`src/rtl/dist_sq_pkg.sv`:
```
// Shared types and widths for the distance-squared unit and the square-root stage wrapper.
package dist_sq_pkg;

    localparam int OPERAND_W = 8;
    localparam int RESULT_W  = 16;
    localparam int CNT_W     = 3;

    typedef enum logic [1:0] {
        IDLE = 2'd0,
        MUL  = 2'd1,
        DONE = 2'd2
    } state_t;

endpackage

```
`src/rtl/dist_sq_sq_step.sv`:
```
// One shift-add iteration of an unsigned square: adds (mag << cnt) when bit cnt of mag is set.
module sq_step
    import dist_sq_pkg::*;
(
    input  logic [OPERAND_W-1:0] i_mag,
    input  logic [RESULT_W-1:0]  i_acc,
    input  logic [CNT_W-1:0]     i_cnt,
    output logic [RESULT_W-1:0]  o_acc_next
);

    logic [RESULT_W-1:0] w_partial;

    assign w_partial  = RESULT_W'(i_mag) << i_cnt;
    assign o_acc_next = i_mag[i_cnt] ? (i_acc + w_partial) : i_acc;

endmodule

```
`src/rtl/dist_sq.sv`:
```
// Computes dx*dx + dy*dy with two parallel 8-cycle shift-add squarers sharing one counter.
//   state | meaning
//   IDLE  | waiting for operands, in_ready high
//   MUL   | eight shift-add iterations in progress
//   DONE  | result held on out_data until consumed
module dist_sq #(
    parameter int OPERAND_W = dist_sq_pkg::OPERAND_W
) (
    input  logic                          clk,
    input  logic                          reset,
    input  logic                          in_valid,
    output logic                          in_ready,
    input  logic [OPERAND_W-1:0]          dx,
    input  logic [OPERAND_W-1:0]          dy,
    output logic                          out_valid,
    input  logic                          out_ready,
    output logic [dist_sq_pkg::RESULT_W-1:0] out_data
);

    import dist_sq_pkg::*;

    state_t                 r_state;
    state_t                 w_state_next;
    logic [OPERAND_W-1:0]   r_mag_x;
    logic [OPERAND_W-1:0]   r_mag_y;
    logic [RESULT_W-1:0]    r_acc_x;
    logic [RESULT_W-1:0]    r_acc_y;
    logic [CNT_W-1:0]       r_cnt;
    logic [RESULT_W-1:0]    r_out_data;

    logic [OPERAND_W-1:0]   w_mag_x;
    logic [OPERAND_W-1:0]   w_mag_y;
    logic [RESULT_W-1:0]    w_acc_x_next;
    logic [RESULT_W-1:0]    w_acc_y_next;
    logic                   w_in_xfer;
    logic                   w_last_step;

    // -128 negates to 8'h80, which read as unsigned is the required magnitude 128
    assign w_mag_x = dx[OPERAND_W-1] ? (~dx + OPERAND_W'(1)) : dx;
    assign w_mag_y = dy[OPERAND_W-1] ? (~dy + OPERAND_W'(1)) : dy;

    assign in_ready    = (r_state == IDLE);
    assign out_valid   = (r_state == DONE);
    assign out_data    = r_out_data;
    assign w_in_xfer   = in_valid && in_ready;
    assign w_last_step = &r_cnt;

    sq_step u_sq_x (
        .i_mag      (r_mag_x),
        .i_acc      (r_acc_x),
        .i_cnt      (r_cnt),
        .o_acc_next (w_acc_x_next)
    );

    sq_step u_sq_y (
        .i_mag      (r_mag_y),
        .i_acc      (r_acc_y),
        .i_cnt      (r_cnt),
        .o_acc_next (w_acc_y_next)
    );

    always_ff @(posedge clk) begin
        if (reset) begin
            r_state <= IDLE;
        end else begin
            r_state <= w_state_next;
        end
    end

    always_comb begin
        w_state_next = r_state;
        case (r_state)
            IDLE:    if (in_valid)    w_state_next = MUL;
            MUL:     if (w_last_step) w_state_next = DONE;
            DONE:    if (out_ready)   w_state_next = IDLE;
            default:                  w_state_next = IDLE;
        endcase
    end

    always_ff @(posedge clk) begin
        if (reset) begin
            r_mag_x    <= '0;
            r_mag_y    <= '0;
            r_acc_x    <= '0;
            r_acc_y    <= '0;
            r_cnt      <= '0;
            r_out_data <= '0;
        end else if (w_in_xfer) begin
            r_mag_x <= w_mag_x;
            r_mag_y <= w_mag_y;
            r_acc_x <= '0;
            r_acc_y <= '0;
            r_cnt   <= '0;
        end else if (r_state == MUL) begin
            r_acc_x <= w_acc_x_next;
            r_acc_y <= w_acc_y_next;
            r_cnt   <= r_cnt + CNT_W'(1);
            // the sum must include the eighth partial product, so take it from the step outputs
            if (w_last_step) begin
                r_out_data <= w_acc_x_next + w_acc_y_next;
            end
        end
    end

endmodule

```
`config.mk`:
```
export PLATFORM = sky130hd
export DESIGN_NAME = dist_sq
export DESIGN_NICKNAME = d
export VERILOG_FILES = /design/src/rtl/dist_sq_pkg.sv /design/src/rtl/dist_sq_sq_step.sv /design/src/rtl/dist_sq.sv
export SDC_FILE = /design/constraint.sdc
export NUM_CORES = 1
export LEC_CHECK = 0
export ABC_AREA = 1
export ABC_CLOCK_PERIOD_IN_PS = 7100
export CORE_MARGIN = 1
export CORE_UTILIZATION = 40
export CTS_CLUSTER_SIZE = 10
export DETAILED_ROUTE_END_ITERATION = 7
export GPL_TIMING_DRIVEN = 0
export HOLD_SLACK_MARGIN = 0.06
export SYNTH_ARGS = -nofsm -noshare
export SYNTH_HDL_FRONTEND = slang
export SYNTH_SLANG_ARGS = --single-unit
```
`constraint.sdc`:
```
create_clock -name clk -period 7.1 [get_ports clk]
set_clock_uncertainty 0.15 [all_clocks]
set_input_delay 1.42 -clock clk [delete_from_list [all_inputs] [get_ports clk]]
set_output_delay 1.42 -clock clk [all_outputs]
set_load 0.005 [all_outputs]
```
==> results.md <==
- Status: finished clean
- Worst hold path class: reg -> reg
- Max Fclk: 208 MHz
- Die X: 128 um
- Initial antenna violation count: 0
- Buffers on Ports: 35
- Area occupied by multi-input gates: 4180 um^2
- Core Rows: 45
- Pre-CTS setup slack: 2.34 ns
- Hold buffers post-CTS: 0
- Number of global-route vias before repair: 5941
- CP peak stage delay: 0.47 ns
- Reg clk slew, reported paths: 0.06 ns
- First-pass GRT wire length: 31300 um
- Slowest cell on crit path: buf_1
- Crit path launch type: register
- Setup violations, final: 0
- Synthesized area per cell: 6.06 um^2
- Final Slew Violations: 0
- Netlist cell types: 39
- MaxCap Viol Count: 0
- Die area: 16300 um^2
- Drt first-iter violations: 476
- GRT Total Usage: 0.251
- Inst Count DP: 1291
- Max FO, Critical Path: 10
- Pin count of the biggest net entering global routing: 14
- Fillcell total: 1670
- Average wire per standard cell: 14.7 um
- Most common cell after layout, fill and taps aside: nand2_1
- TritonCTS Buffers: 9
- Top delay family on crit path: simple AND/OR/NAND/NOR gates
- Inserted Diodes: 0
- Cell area after synthesis: 6330 um^2
- Rel. slew slack: 0.0893
- Resized cells post-CTS: 0
- Final Core Density: 0.473
- Mapped Cells: 1045
- Final hold violation count: 0
- Postcts setup bufs: 0
- Drt pass-1 iters: 5
- CP cell instances: buf_1 > clkbuf_1 > nor2_1 > ha_1 > fa_1 > or2_2 > nand3_1 > o21ai_0 > ha_1 > nand3_1 > nand2_1 > nand3_1 > nand2_1 > nand3_1 > nand2_1 > inv_1 > nor2_2 > nand2_1 > nand2_2 > nand2_2 > nand2_2 > a21oi_1 > nor2_1 > nor2_1
- Number of buffers and inverters on the critical path: 3
- Initial Util: 0.413
- CTS tree: built
- Most frequent cells in the layout: nand2_1 (267), inv_1 (154), nor2_1 (96), o21ai_0 (95), a21oi_1 (80)
- YS warnings: 0
- Power Dens Cells: 172 nW/um^2
- Clk sinks: 69
- Synth-to-layout area growth: 14.4%
- Max VDD drop: 0.117 mV
- CTS H-tree depth: 3
- Pleak: 0.00373 uW
- RSZ-0062 raised after global routing: no
- Worst Path Arrival: 4.90 ns
- Setup ws final: 2.29 ns
- Gpl congestion: 0.941
- Gr ovfl total: 0
- Root Buffer: clkbuf_16
- Fin crit share: 0.678
- I/O pin cnt: 38
- Post-DP HPWL: 15600 um
- Post-route ant nets: 0
- Least-Margin Pin Slew: 1.36 ns
- Post-layout min period: 4.81 ns
- Net count, final: 1162
- Core Region: 15300 um^2
- Total routed wirelength: 19200 um
- Ratio of cells with drive above 1 in the final layout: 0.0620
- TNS Setup: 0 ns
- Post-Syn Nets: 1116
- Worst skew pair latency: 0.35 ns
- Vias: 6557
- Non-Filler Instances: 1307
- Register bit total from synthesis: 69
- Die height: 128 um
- Number of vias per cell: 5.02
- Longest Clk Path Bufs: 2
- Post-route DRC: 0
- Type of the worst setup path: reg -> reg
- Critical path required time: 7.19 ns
- Sequential cell area: 1380 um^2
- Sequential share of the synthesized area: 0.218
- Endpoint type of the worst setup path: register
-- logic make-up after synthesis --
family / synth area share
flip-flops: 0.218
buffers and inverters: 0.122
AND/OR/NAND/NOR: 0.345
multiplexers: 0.00948
XOR/XNOR: 0.0360
AO/OA/AOI/OAI: 0.165
adder cells (fa/ha/maj): 0.104
-- metrics by stage --
stage	hold slack (ns)	cell area (um^2)	total power (uW)
floorplan	0.323	6330	686
global placement	0.337	6950	788
detailed placement	0.354	6950	790
CTS	0.368	7250	1250
global route	0.398	7250	1320
finish	0.365	7250	1250
-- cell type report --
class | count | area share
clock buffers | 9 | 0.0311
inverters | 163 | 0.0844
well taps | 211 | 0.0364
multi-input cells | 779 | 0.576
repair buffers | 35 | 0.0483
flip-flops and latches | 69 | 0.191
clock inverters | 7 | 0.0104
plain buffers | 34 | 0.0223
-- tightest hold or removal path, cell delays in order, from the launching register on --
cell and delay (ns):
dfxtp_1 0.32, inv_1 0.06, o21ai_0 0.08
-- cell usage after synthesis, drive strengths merged --
| master | count | share of area |
|---|---|---|
| nand2 | 292 | 0.19 |
| inv | 163 | 0.097 |
| nor2 | 98 | 0.060 |
| o21ai | 97 | 0.077 |
| a21oi | 80 | 0.063 |
| nand3 | 71 | 0.063 |
| dfxtp | 69 | 0.22 |
| ha | 48 | 0.095 |
| clkbuf | 25 | 0.015 |
| xor2 | 19 | 0.026 |
| nor3 | 10 | 0.0079 |
| buf | 9 | 0.011 |
| nand4 | 9 | 0.0089 |
| nand3b | 7 | 0.0083 |
| xnor2 | 7 | 0.0097 |
| mux2i | 6 | 0.0095 |
| or2 | 6 | 0.0059 |
| and2 | 5 | 0.0049 |
| o22ai | 4 | 0.0040 |
| fa | 3 | 0.0095 |
| o21bai | 3 | 0.0036 |
| o221ai | 3 | 0.0042 |
| a21o | 2 | 0.0024 |
| a31oi | 2 | 0.0020 |
| o2111ai | 2 | 0.0028 |
| o211ai | 2 | 0.0024 |
| o31ai | 2 | 0.0024 |
| o21a | 1 | 0.0012 |
-- power by group --
part           internal, uW  leakage, uW  switching (uW)
logic                   124      0.00303             238
registers               406     0.000563            15.5
clock network           273     0.000138             192
total                   804      0.00373             446
-- sequential cells by signal (all words and copies together), names as in the netlist --
name and count:
out_data 16, r_acc_x 16, r_acc_y 16, r_mag_x 8, r_mag_y 8, r_cnt 3, r_state 2
-- worst paths after layout --
kind,from,end,slack [ns],cells past startpoint
setup / recovery,r_cnt[2],out_data[14],2.29,24
hold reg to reg,r_mag_y[7],r_mag_y[7],0.36,2
hold / removal,r_mag_y[7],r_mag_y[7],0.36,2
setup reg to reg,r_cnt[2],out_data[14],2.29,24
-- metal layers --
layer	vias to the layer above	global-route usage	part of all wire
met2	140	0.391	0.43
met1	2948	0.351	0.50
met5	-	0	0
met4	0	0.0879	0.028
li1	3440	-	-
met3	29	0.0359	0.044
(Power assumes the default switching activity.)
